`src/rtl/uart_tx_frame_if.sv`:
```
// Parallel-side handshake and serial-line bundle for the UART transmit framer.
// The producer uses the master modport and the framer uses the slave modport.
interface uart_tx_frame_if #(
    parameter int DATA_WIDTH = 8
);
    logic [DATA_WIDTH-1:0] P_Data;
    logic                  Data_Valid;
    logic                  PAR_EN;
    logic                  PAR_TYP;
    logic                  TX_OUT;
    logic                  Busy;

    modport master (
        output P_Data,
        output Data_Valid,
        output PAR_EN,
        output PAR_TYP,
        input  TX_OUT,
        input  Busy
    );

    modport slave (
        input  P_Data,
        input  Data_Valid,
        input  PAR_EN,
        input  PAR_TYP,
        output TX_OUT,
        output Busy
    );
endinterface

```
`src/rtl/uart_tx_frame.sv`:
```
// UART transmit framer: start bit, LSB-first payload, optional parity, stop bit.
// Runs on the Tx baud clock, emitting one serial bit per CLK cycle.
module uart_tx_frame #(
    parameter int DATA_WIDTH = 8
) (
    input  logic            CLK,
    input  logic            Reset,
    uart_tx_frame_if.slave  bus
);

    localparam int CNT_W = (DATA_WIDTH > 1) ? $clog2(DATA_WIDTH) : 1;
    localparam logic [CNT_W-1:0] LAST_BIT = CNT_W'(DATA_WIDTH - 1);

    typedef enum logic [2:0] {
        IDLE,
        START,
        DATA,
        PARITY,
        STOP
    } state_t;

    state_t                state_q, state_d;
    logic [CNT_W-1:0]      cnt_q, cnt_d;
    logic [DATA_WIDTH-1:0] data_q;
    logic                  par_en_q;
    logic                  par_bit_q;
    logic                  tx_q, tx_d;
    logic                  busy_q, busy_d;
    logic                  accept;

    // Frame configuration is captured only here, so a busy frame is immune to input changes.
    assign accept = (state_q == IDLE) && bus.Data_Valid;

    // NOTE: the payload register is reset too, so the line starts from a known frame image.
    always_ff @(posedge CLK or negedge Reset) begin
        if (!Reset) begin
            data_q    <= '0;
            par_en_q  <= 1'b0;
            par_bit_q <= 1'b0;
        end else if (accept) begin
            data_q    <= bus.P_Data;
            par_en_q  <= bus.PAR_EN;
            par_bit_q <= (^bus.P_Data) ^ bus.PAR_TYP;
        end
    end

    // NOTE: sequential state uses non-blocking assignments so all flops update together.
    always_ff @(posedge CLK or negedge Reset) begin
        if (!Reset) begin
            state_q <= IDLE;
            cnt_q   <= '0;
            tx_q    <= 1'b1;
            busy_q  <= 1'b0;
        end else begin
            state_q <= state_d;
            cnt_q   <= cnt_d;
            tx_q    <= tx_d;
            busy_q  <= busy_d;
        end
    end

    // NOTE: every output of this block gets a default first, so no latch is inferred.
    always_comb begin
        state_d = state_q;
        cnt_d   = cnt_q;
        tx_d    = tx_q;
        busy_d  = busy_q;

        unique case (state_q)
            IDLE: begin
                tx_d   = 1'b1;
                busy_d = 1'b0;
                if (bus.Data_Valid) begin
                    state_d = START;
                    tx_d    = 1'b0;
                    busy_d  = 1'b1;
                end
            end
            START: begin
                state_d = DATA;
                cnt_d   = '0;
                tx_d    = data_q[0];
            end
            DATA: begin
                if (cnt_q == LAST_BIT) begin
                    if (par_en_q) begin
                        state_d = PARITY;
                        tx_d    = par_bit_q;
                    end else begin
                        state_d = STOP;
                        tx_d    = 1'b1;
                    end
                end else begin
                    cnt_d = cnt_q + CNT_W'(1);
                    tx_d  = data_q[cnt_d];
                end
            end
            PARITY: begin
                state_d = STOP;
                tx_d    = 1'b1;
            end
            STOP: begin
                state_d = IDLE;
                tx_d    = 1'b1;
                busy_d  = 1'b0;
            end
            default: begin
                state_d = IDLE;
                tx_d    = 1'b1;
                busy_d  = 1'b0;
            end
        endcase
    end

    assign bus.TX_OUT = tx_q;
    assign bus.Busy   = busy_q;

endmodule

```
`src/flat_wrapper.sv`:
```
// flat-port wrapper written by rule: the top's interface ports become plain ports
module uart_tx_frame_flat 
#(
    parameter int DATA_WIDTH = 8
)
  (CLK, Reset, bus_P_Data, bus_Data_Valid, bus_PAR_EN, bus_PAR_TYP, bus_TX_OUT, bus_Busy);
  uart_tx_frame_if #(.DATA_WIDTH(DATA_WIDTH)) bus_i ();
  input  logic CLK;
  input  logic Reset;
  input wire logic [$bits(bus_i.P_Data)-1:0] bus_P_Data;
  input wire logic [$bits(bus_i.Data_Valid)-1:0] bus_Data_Valid;
  input wire logic [$bits(bus_i.PAR_EN)-1:0] bus_PAR_EN;
  input wire logic [$bits(bus_i.PAR_TYP)-1:0] bus_PAR_TYP;
  output wire logic [$bits(bus_i.TX_OUT)-1:0] bus_TX_OUT;
  output wire logic [$bits(bus_i.Busy)-1:0] bus_Busy;
  assign bus_i.P_Data = bus_P_Data;
  assign bus_i.Data_Valid = bus_Data_Valid;
  assign bus_i.PAR_EN = bus_PAR_EN;
  assign bus_i.PAR_TYP = bus_PAR_TYP;
  assign bus_TX_OUT = bus_i.TX_OUT;
  assign bus_Busy = bus_i.Busy;
  uart_tx_frame #(.DATA_WIDTH(DATA_WIDTH)) u_core (.CLK(CLK), .Reset(Reset), .bus(bus_i));
endmodule
```
`config.mk`:
```
export PLATFORM = sky130hd
export DESIGN_NAME = uart_tx_frame_flat
export DESIGN_NICKNAME = d
export VERILOG_FILES = /design/src/rtl/uart_tx_frame_if.sv /design/src/rtl/uart_tx_frame.sv /design/src/flat_wrapper.sv
export SDC_FILE = /design/constraint.sdc
export NUM_CORES = 1
export LEC_CHECK = 0
export ABC_AREA = 1
export CAP_MARGIN = 20
export CORE_MARGIN = 2
export CORE_UTILIZATION = 45
export DETAILED_ROUTE_END_ITERATION = 6
export MAX_ROUTING_LAYER = met4
export PLACE_DENSITY = 0.72
export SLEW_MARGIN = 25
export SYNTH_ARGS = -nofsm -noshare
export SYNTH_HDL_FRONTEND = slang
export SYNTH_SLANG_ARGS = --single-unit
```
`constraint.sdc`:
```
create_clock -name CLK -period 1.9 [get_ports CLK]
set_clock_uncertainty 0.15 [all_clocks]
set_input_delay 0.38 -clock CLK [delete_from_list [all_inputs] [get_ports CLK]]
set_output_delay 0.38 -clock CLK [all_outputs]
set_load 0.005 [all_outputs]
```
==> impl_metrics.py <==
metrics = {
    "synthesis": {
        "syn_nets": 147,
        "yosys_warnings": 0,
        "async_flop_share": 1.00,
        "seq_area_frac_synth": 0.447,
        "synth_seq_cells": 18,
        "post-synth-top-count-cell": "nand2_1",
        "synth_top_cell_by_area": "dfrtp_1",
        "ys.flop_type": "dfrtp_1",
        "syn_inst": 132,
        "ys_types": 21,
        "netlist_area_sq_mm": 0.00101,
        "synth_commonest_cells": "nand2_1, dfrtp_1, inv_1",
        "synthTopCellsByArea": "dfrtp_1, nand2_1, o21ai_2",
        "synth_top_area_share": 0.421,
        "synth-edff-count": 0,
        "synth.avg_cell_area_sq_um": 7.66,
    },
    "grt": {
        "grt_usage": 0.171,
        "overflow": 0,
        "antenna_found_initial": 0,
        "grt_max_degree": 14,
        "grt_pass1_vias": 843,
        "grt_pass1_wl_mm": 3.34,
    },
    "route": {
        "drcViolationCount": 0,
        "viasPerCell": 4.94,
        "dr.first_iter.drc_count": 9,
        "first_pass_iters": 5,
        "ant_nets": 0,
        "drt_wl_total_mm": 1.90,
        "dr.max_layer_used": "met4",
        "route.met2.wl_microns": 976,
        "wl_per_cell_microns": 10.6,
        "vias": 890,
        "route.met3.wl_microns": 75,
        "met1_length_microns": 794,
    },
    "final_layout": {
        "n_antenna_cell": 0,
        "stdcell_count": 180,
        "nFillCells": 213,
        "area_growth_syn_to_layout_pct": 22.0,
        "finalNetCount": 168,
        "drive_gt1_frac": 0.151,
        "final_util": 0.569,
    },
    "worst_setup_path": {
        "max_stage_delay_ps": 530,
        "required_ps": 1370,
        "start_kind": "flip-flop",
        "crit_slowest_cell": "dfstp_2",
        "cpLargestDelayFamily": "flip-flops",
        "path_buf_inv": 1,
        "end_kind": "primary output",
        "path_class": "flip-flop to primary output",
        "arrival_ps": 1310,
        "reg2reg_setup_slack_ps": 280,
        "worst-path-max-fanout": 1,
        "cp_cell_sequence": "clkdlybuf4s50_1",
    },
    "sta": {
        "tns_ps": 0,
        "max_slew_margin": 0.825,
        "min_period_ps": 1840,
        "setup_slack_ps": 57.9,
        "fmax_mhz": 543,
        "worstMarginPinSlew_ps": 262,
        "rsz0062_at_grt": "false",
        "fin_crit_sh": 0.970,
        "slew_violations": 0,
        "hold_violations": 0,
        "setup_viol": 0,
    },
    "placed_design": {
        "pre_cts_ws_ps": 170,
        "place.gp.congestion": 0.821,
        "dp_cells": 176,
        "dp_hpwl_mm": 1.54,
        "portBuffers": 14,
    },
    "cts": {
        "holdBufCountCts": 0,
        "h-tree-depth": 1,
        "clock_latency_ps": 300,
        "cts_setup_buffers": 0,
        "cts_root_buf": "clkbuf_4",
        "cts_buffers": 3,
        "path_clk_slew_ps": 100,
        "clock-sinks": 18,
        "cts_resized": 0,
        "cts_tree": "built",
        "clockBufferDepth": 2,
    },
    "floorplan": {
        "die_w_microns": 51.4,
        "start_util": 0.466,
        "dieArea_sq_mm": 0.00264,
        "die_y_microns": 51.4,
        "core_sq_mm": 0.00217,
        "rows": 17,
        "ios": 15,
    },
    "pwr": {
        "ir_drop_mv": 0.663,
        "p_leak_nw": 0.649,
        "powerDensity_mw_per_mm2": 1420,
    },
    "outcome": {
        "outcome": "finished, final reports clean",
    },
    "min_path": {
        "worstHoldPathType": "input port to asynchronous set/reset pin",
    },
    "job": {
        "drv_cap": 0,
    },
}
## flip-flops by register name (all words and copies together) (netlist names)
register and flops:
u_core.data_q 8, u_core.cnt_q 3, u_core.state_q 3, u_core.bus.Busy 1, u_core.bus.TX_OUT 1, u_core.par_bit_q 1
u_core.par_en_q 1
## worst paths after layout
kind	from	endpoint	depth (start not counted)
max	u_core.bus.TX_OUT	bus_TX_OUT	1
min in group CLK	u_core.data_q[6]	u_core.data_q[6]	2
min	Reset	u_core.cnt_q[0]	1
max reg2reg	u_core.cnt_q[0]	u_core.bus.TX_OUT	6
min reg2reg	u_core.data_q[6]	u_core.data_q[6]	2
max in group asynchronous	Reset	u_core.data_q[3]	2
## cells by family (layout without fill, tap and decap cells)
kind of cell               Yosys count  in the layout  synth area share
adders and majority gates            2              2            0.0247
buffers and inverters               19             39            0.0780
DFF                                 18             18             0.447
xor gates and xnor gates             1              1           0.00866
and+or+nand+nor                     74             74             0.319
AOI/OAI and AO/OA                   18             18             0.123
## layer usage
metal,track usage,vias to the layer above
li1,-,456
met1,0.186,399
met2,0.306,28
met3,0.00877,7
met4,0.101,0
met5,-,-
## cells in the final DEF (no fill, tap or decap), drive strengths merged, types with 2 or more instances in the layout
| cell | synthesis | routed |
|---|---|---|
| clkdlybuf4s50 | 0 | 14 |
| inv | 18 | 18 |
| buf | 1 | 3 |
| o21ai | 16 | 16 |
| dfrtp | 17 | 17 |
| nand2 | 56 | 56 |
| nand3 | 12 | 12 |
| nor2 | 4 | 4 |
| ha | 2 | 2 |
| clkbuf | 0 | 4 |
## metrics by stage
| stage | hold slack [ps] | area, sq um | power [mW] |
|---|---|---|---|
| floorplan | -65.6 | 1010 | 1.28 |
| global placement | 320 | 1200 | 1.49 |
| detailed placement | 319 | 1200 | 1.52 |
| CTS | 160 | 1230 | 1.77 |
| global route | 168 | 1230 | 1.91 |
| finish | 151 | 1230 | 1.75 |
## cell type report
cell class              instances  area (sq um)  area share
multi-input cells              95           480       0.389
flip-flops and latches         18           452       0.366
repair buffers                 17           163       0.132
inverters                      18          67.6      0.0548
clock buffers                   4          36.3      0.0294
well taps                      28          35.0      0.0284
## power breakdown
group	leakage (nW)	switching, mW	internal [mW]
clock network	0.0210	0.123	0.117
logic	0.403	0.464	0.348
registers	0.225	0.131	0.568
Note: power is estimated with default switching activity, not from simulation.
